**config.mk**
```make
export PLATFORM = sky130hd
export DESIGN_NAME = sync_upcnt_tff
export DESIGN_NICKNAME = d
export VERILOG_FILES = /design/src/rtl/sync_upcnt_tff_pkg.sv /design/src/rtl/sync_upcnt_tff_tff.sv /design/src/rtl/sync_upcnt_tff.sv
export SDC_FILE = /design/constraint.sdc
export NUM_CORES = 1
export LEC_CHECK = 0
export ABC_AREA = 1
export CORE_AREA = 3 3 40 42
export DETAILED_ROUTE_END_ITERATION = 12
export DIE_AREA = 0 0 43 45
export GPL_ROUTABILITY_DRIVEN = 0
export SLEW_MARGIN = 10
export SYNTH_ARGS = -nofsm -noshare
export SYNTH_HDL_FRONTEND = slang
export SYNTH_HIERARCHICAL = 1
export SYNTH_SLANG_ARGS = --single-unit
```
**constraint.sdc**
```tcl
create_clock -name clk -period 1.2 [get_ports clk]
set_input_delay 0.18 -clock clk [delete_from_list [all_inputs] [get_ports clk]]
set_output_delay 0.18 -clock clk [all_outputs]
set_load 0.02 [all_outputs]
```
**src/rtl/sync_upcnt_tff_pkg.sv**
```systemverilog
// Shared definitions for the synchronous T-flip-flop counter family.
// Holds the default width and the WIDTH/MOD legality check.
package sync_upcnt_tff_pkg;

  localparam int DEFAULT_WIDTH = 4;

  // A modulus is legal when 2 <= modv <= 2**width.
  function automatic bit mod_is_legal(input int width, input longint modv);
    if (width < 1 || width > 62) return 1'b0;
    return (modv >= 2) && (modv <= (longint'(1) << width));
  endfunction

endpackage

```
**src/rtl/sync_upcnt_tff_tff.sv**
```systemverilog
// Single T flip-flop cell with synchronous active-high reset.
// A cell toggles on the shared clock edge whenever t is high.
module tff_sync (
  input  logic clk,
  input  logic rst,
  input  logic t,
  output logic q,
  output logic q_bar
);

  always_ff @(posedge clk) begin
    if (rst) q <= 1'b0;
    else     q <= q ^ t;
  end

  assign q_bar = ~q;

endmodule

```
**src/rtl/sync_upcnt_tff.sv**
```systemverilog
// Synchronous modulo-MOD up counter built from T flip-flop cells on one clock.
// Provides enable, parallel load with range clamp, a cascade carry and a wrap pulse.
module sync_upcnt_tff
  import sync_upcnt_tff_pkg::*;
#(
  parameter int WIDTH = DEFAULT_WIDTH,
  parameter int MOD   = 16
) (
  input  logic             clk,
  input  logic             rst,
  input  logic             en,
  input  logic             load,
  input  logic [WIDTH-1:0] load_val,
  output logic [WIDTH-1:0] q,
  output logic             tc,
  output logic             wrap
);

  if (!mod_is_legal(WIDTH, longint'(MOD))) begin : g_bad_mod
    $fatal(1, "sync_upcnt_tff: MOD must lie in 2..2**WIDTH");
  end

  localparam logic [WIDTH-1:0] TERM    = WIDTH'(MOD - 1);
  localparam logic [WIDTH:0]   MOD_EXT = (WIDTH + 1)'(MOD);

  logic [WIDTH-1:0] t;
  logic [WIDTH-1:0] load_v;
  logic [WIDTH-1:0] inc_t;
  logic [WIDTH-1:0] q_bar_unused;
  logic             at_term;
  logic             carry;

  // One shared terminal compare drives tc, the wrap branch and the wrap pulse.
  assign at_term = (q == TERM);
  assign tc      = en & at_term;

  // Out-of-range load values silently become 0.
  assign load_v = ({1'b0, load_val} < MOD_EXT) ? load_val : '0;

  // Toggle pattern for a binary increment: bit i toggles when all lower bits are 1.
  always_comb begin
    inc_t = '0;
    carry = 1'b1;
    for (int i = 0; i < WIDTH; i++) begin
      inc_t[i] = carry;
      carry    = carry & q[i];
    end
  end

  always_comb begin
    t = '0;
    if (load) begin
      t = q ^ load_v;
    end else if (en) begin
      if (at_term) t = q;
      else         t = inc_t;
    end
  end

  for (genvar i = 0; i < WIDTH; i++) begin : g_cell
    tff_sync u_tff (
      .clk   (clk),
      .rst   (rst),
      .t     (t[i]),
      .q     (q[i]),
      .q_bar (q_bar_unused[i])
    );
  end

  always_ff @(posedge clk) begin
    if (rst) wrap <= 1'b0;
    else     wrap <= en & ~load & at_term;
  end

endmodule
```
After elaboration in Yosys (flattened, before gate mapping) --
Index checks and enable logic that the tools add are counted.
Storage, ports and cells: input port bits 8, register bits 5, logic and storage cells 20, output and inout port bits 6
Cells by class: bitwise logic cells 11, muxes and demuxes 3, equality and inequality tests 1
Operators with widths (count):
- $mux W4 | 3
- $and A1 B1 Y1 | 5
- $eq A4 B4 Y1 const B | 1
- $xor A1 B1 Y1 | 4
- $xor A4 B4 Y4 | 1
- $not A1 Y1 | 1

Depth between registers and ports, before layout --
word-level depth 6, depth in mapped cells 7, mapped depth without buffers 7

By module --
Netlist, hierarchy kept.
Modules (own cells, without submodules):
- tff_sync | instances 4, seq. area each 20.0 um^2, cells an instance 7, area an instance 45.0 um^2
- sync_upcnt_tff | instances 1, seq. area each 20.0 um^2, cells an instance 38, area an instance 173.9 um^2

Worst setup path before layout --
OpenSTA, ideal clock, no wires.
kind register -> output, start point register g_cell[0].u_tff.q, end point output port tc, data arrival time 1.089 ns, setup slack -0.069 ns, path buffers 0, stages on the path, launching flop included 5, data required time 1.020 ns, cells stage by stage dfxtp_1 nand2_1 nor2_2 nand2_1 nor2_1
Between the ends: cells in the longest elaborated chain, start to end 2
RTL lines:
- start, declared | RTL line sync_upcnt_tff_tff.sv:7 | output logic q,
- start signal, assigned | RTL line sync_upcnt_tff_tff.sv:13 | else q <= q ^ t;
- $eq A4 B4 Y1 | RTL line sync_upcnt_tff.sv:34 | assign at_term = (q == TERM);
- $and A1 B1 Y1 | RTL line sync_upcnt_tff.sv:35 | assign tc = en & at_term;
- end, declared | RTL line sync_upcnt_tff.sv:15 | output logic tc,
Every way passes these cells.

Worst setup path in the final report --
start point register g_cell[1].u_tff.q, end point output port tc
Between the ends: cells in the longest elaborated chain, start to end 2
RTL lines (RTL line):
- start, declared | sync_upcnt_tff_tff.sv:7
- start signal, assigned | sync_upcnt_tff_tff.sv:13
- $eq A4 B4 Y1 | sync_upcnt_tff.sv:34
- $and A1 B1 Y1 | sync_upcnt_tff.sv:35
Every way passes these cells.

==> impl_metrics.ini <==
[routing]
dr.pass1.iters = 4
drt_wl_total_um = 742
drt-initial-drc-count = 7
route.vias.total = 395
ant_nets = 0
via_per_inst = 3.87
drc = 0
wl_per_cell_um = 7.27

[cts]
cts_setup_buffers = 0
clock_latency_ns = 0.24
cts-htree-levels = 1
cts_tree = yes
root_buffer = clkbuf_4
clockBufferDepth = 2
clk_pin_slew_ns = 0.05
cts_made_buffers = 3
clock_sinks = 5

[sta]
finClkSkew_ns = 0.00374
finalSetupViolCount = 1
max_freq_ghz = 0.827
min_period_ns = 1.21
slew_violations = 0
finalCritPeriodShare = 1.01
layout_setup_ws_ns = -0.00900
slew_headroom = 0.860
rsz0062_at_grt = true
worstMarginPinSlew_ns = 0.210
setup_tns_ns = -0.00900
timing.final.hold_violations = 0

[setup_path]
reg2reg_depth = 7
slowest_delay_ns = 0.33
crit_start = g_cell[1].u_tff/q
cp.required_ns = 1.02
arrival_ns = 1.03
crit_buf_inv = 1
path_cells = nand2_2 > nor2_4 > nand2_1 > nor2_2 > buf_6
rr_endpoint = g_cell[3].u_tff/q
cp_num_cells = 5
regToRegSetupSlack_ns = 0.23
endpoint = tc
path_max_fanout = 2
endpoint_kind = primary output
critPathKind = reg -> out
r2r_start = g_cell[3].u_tff/q
crit_family = flip-flops
cp_slowest_cell = dfxtp_2
startpoint_type = flop

[layout]
num_antenna_cells = 0
final_common_cell = nand2_1
final_layout_size_suffix_gt1_frac = 0.287
final_net_count = 96
syn2layout_area_growth_pct = 71.2
final_cell_mix = nand2_1, inv_1, buf_4
fillers = 139

[placed_design]
port_buffers = 13
hpwl_um = 577
pre_cts_ws_ns = -0.345

[yosys]
syn_area_um2 = 339
avgSynthCellArea_um2 = 5.47
ys_warn_count = 6
synth_nets = 70
synthCells = 62

[job]
cap_violations = 0

[pwr]
seq_power_share = 0.334
p_per_area_nw_per_um2 = 986
ir_drop_mv = 0.467
switching_share = 0.307
p_int_mw = 0.397
cellLeakagePower_nw = 0.317
p_clk_frac = 0.343
p_switching_mw = 0.176
pwr-share-comb = 0.324

[floorplan]
num_rows = 13
die_area_um2 = 1940
start_util = 0.264
coreArea_um2 = 1280
die_w_um = 43
die_h_um = 45
ios = 14

[grt]
grt_pass1_wl_mm = 1.24
grt_pass1_vias = 320
track_usage = 0.0889
antenna_found_initial = 0
grt_max_degree = 7
grt_overflow = 0

[outcome]
outcome = finished with violations
violations = negative setup slack

[min_path]
hold_start = g_cell[2].u_tff/q
hold_depth = 3
worstHoldPathType = reg -> reg
## timing repair
item | 4_1_cts | 5_1_grt
resized for setup | 13 | 8
hold buffers | 0 | 0
pin swaps | 0 | 1
endpoints found under the setup margin | 6 | 7
## area by class of cell
| cell class | count | area [um^2] | area share |
|---|---|---|---|
| multi-input combinational | 42 | 198 | 0.341 |
| timing repair buffer | 21 | 179 | 0.308 |
| sequential | 5 | 103 | 0.177 |
| inverter | 15 | 56.3 | 0.0970 |
| clock buffer | 4 | 26.3 | 0.0453 |
| tap | 15 | 18.8 | 0.0323 |
## sequential cells by signal (all words and copies together) (netlist names)
name,count
wrap,1
g_cell.u_tff/q,4
## how the worst min path moves through the flow
stage | to | slack, ns
2_1_floorplan | g_cell[0].u_tff/q | 0.34
3_3_place_gp | g_cell[2].u_tff/q | 0.58
3_5_place_dp | g_cell[2].u_tff/q | 0.59
4_1_cts | g_cell[2].u_tff/q | 0.60
5_1_grt | g_cell[2].u_tff/q | 0.63
6_report | g_cell[2].u_tff/q | 0.60
## worst reg2reg max path: cells and delay by family, from the launching register on
family	cells	cell delay (ns)
buffers and inverters	2	0.19
flip-flops	1	0.31
AND/OR/NAND/NOR	5	0.35
## stage by stage
| step | power (mW) | std cells | hold WS [ns] | utilization | cell area (um^2) |
|---|---|---|---|---|---|
| after floorplan | 0.289 | 62 | 0.338 | - | 342 |
| after global placement | 0.383 | 98 | 0.585 | 0.428 | 551 |
| after detailed placement | 0.385 | 98 | 0.587 | 0.428 | 551 |
| after CTS | 0.582 | 102 | 0.603 | 0.445 | 572 |
| after global routing | 0.617 | 102 | 0.633 | 0.452 | 581 |
| final | 0.573 | 102 | 0.596 | 0.452 | 581 |
## per-layer routing
layer | share of wire | global-route usage | vias to the layer above | routed length, um
met5 | 0 | 0 | - | 0
met4 | 0 | 0.0904 | 0 | 0
met3 | 0.078 | 0.0239 | 0 | 58
met2 | 0.42 | 0.120 | 13 | 308
met1 | 0.51 | 0.110 | 157 | 375
li1 | - | - | 225 | -
## power groups by stage
stage	logic (mW)	registers, mW	clock network, mW
final	0.185	0.191	0.196
after global routing	0.208	0.193	0.216
after CTS	0.186	0.189	0.207
after detailed placement	0.194	0.192	0
after global placement	0.191	0.192	0
after floorplan	0.0694	0.220	0
No activity file was read; power rests on OpenSTA's default activity.
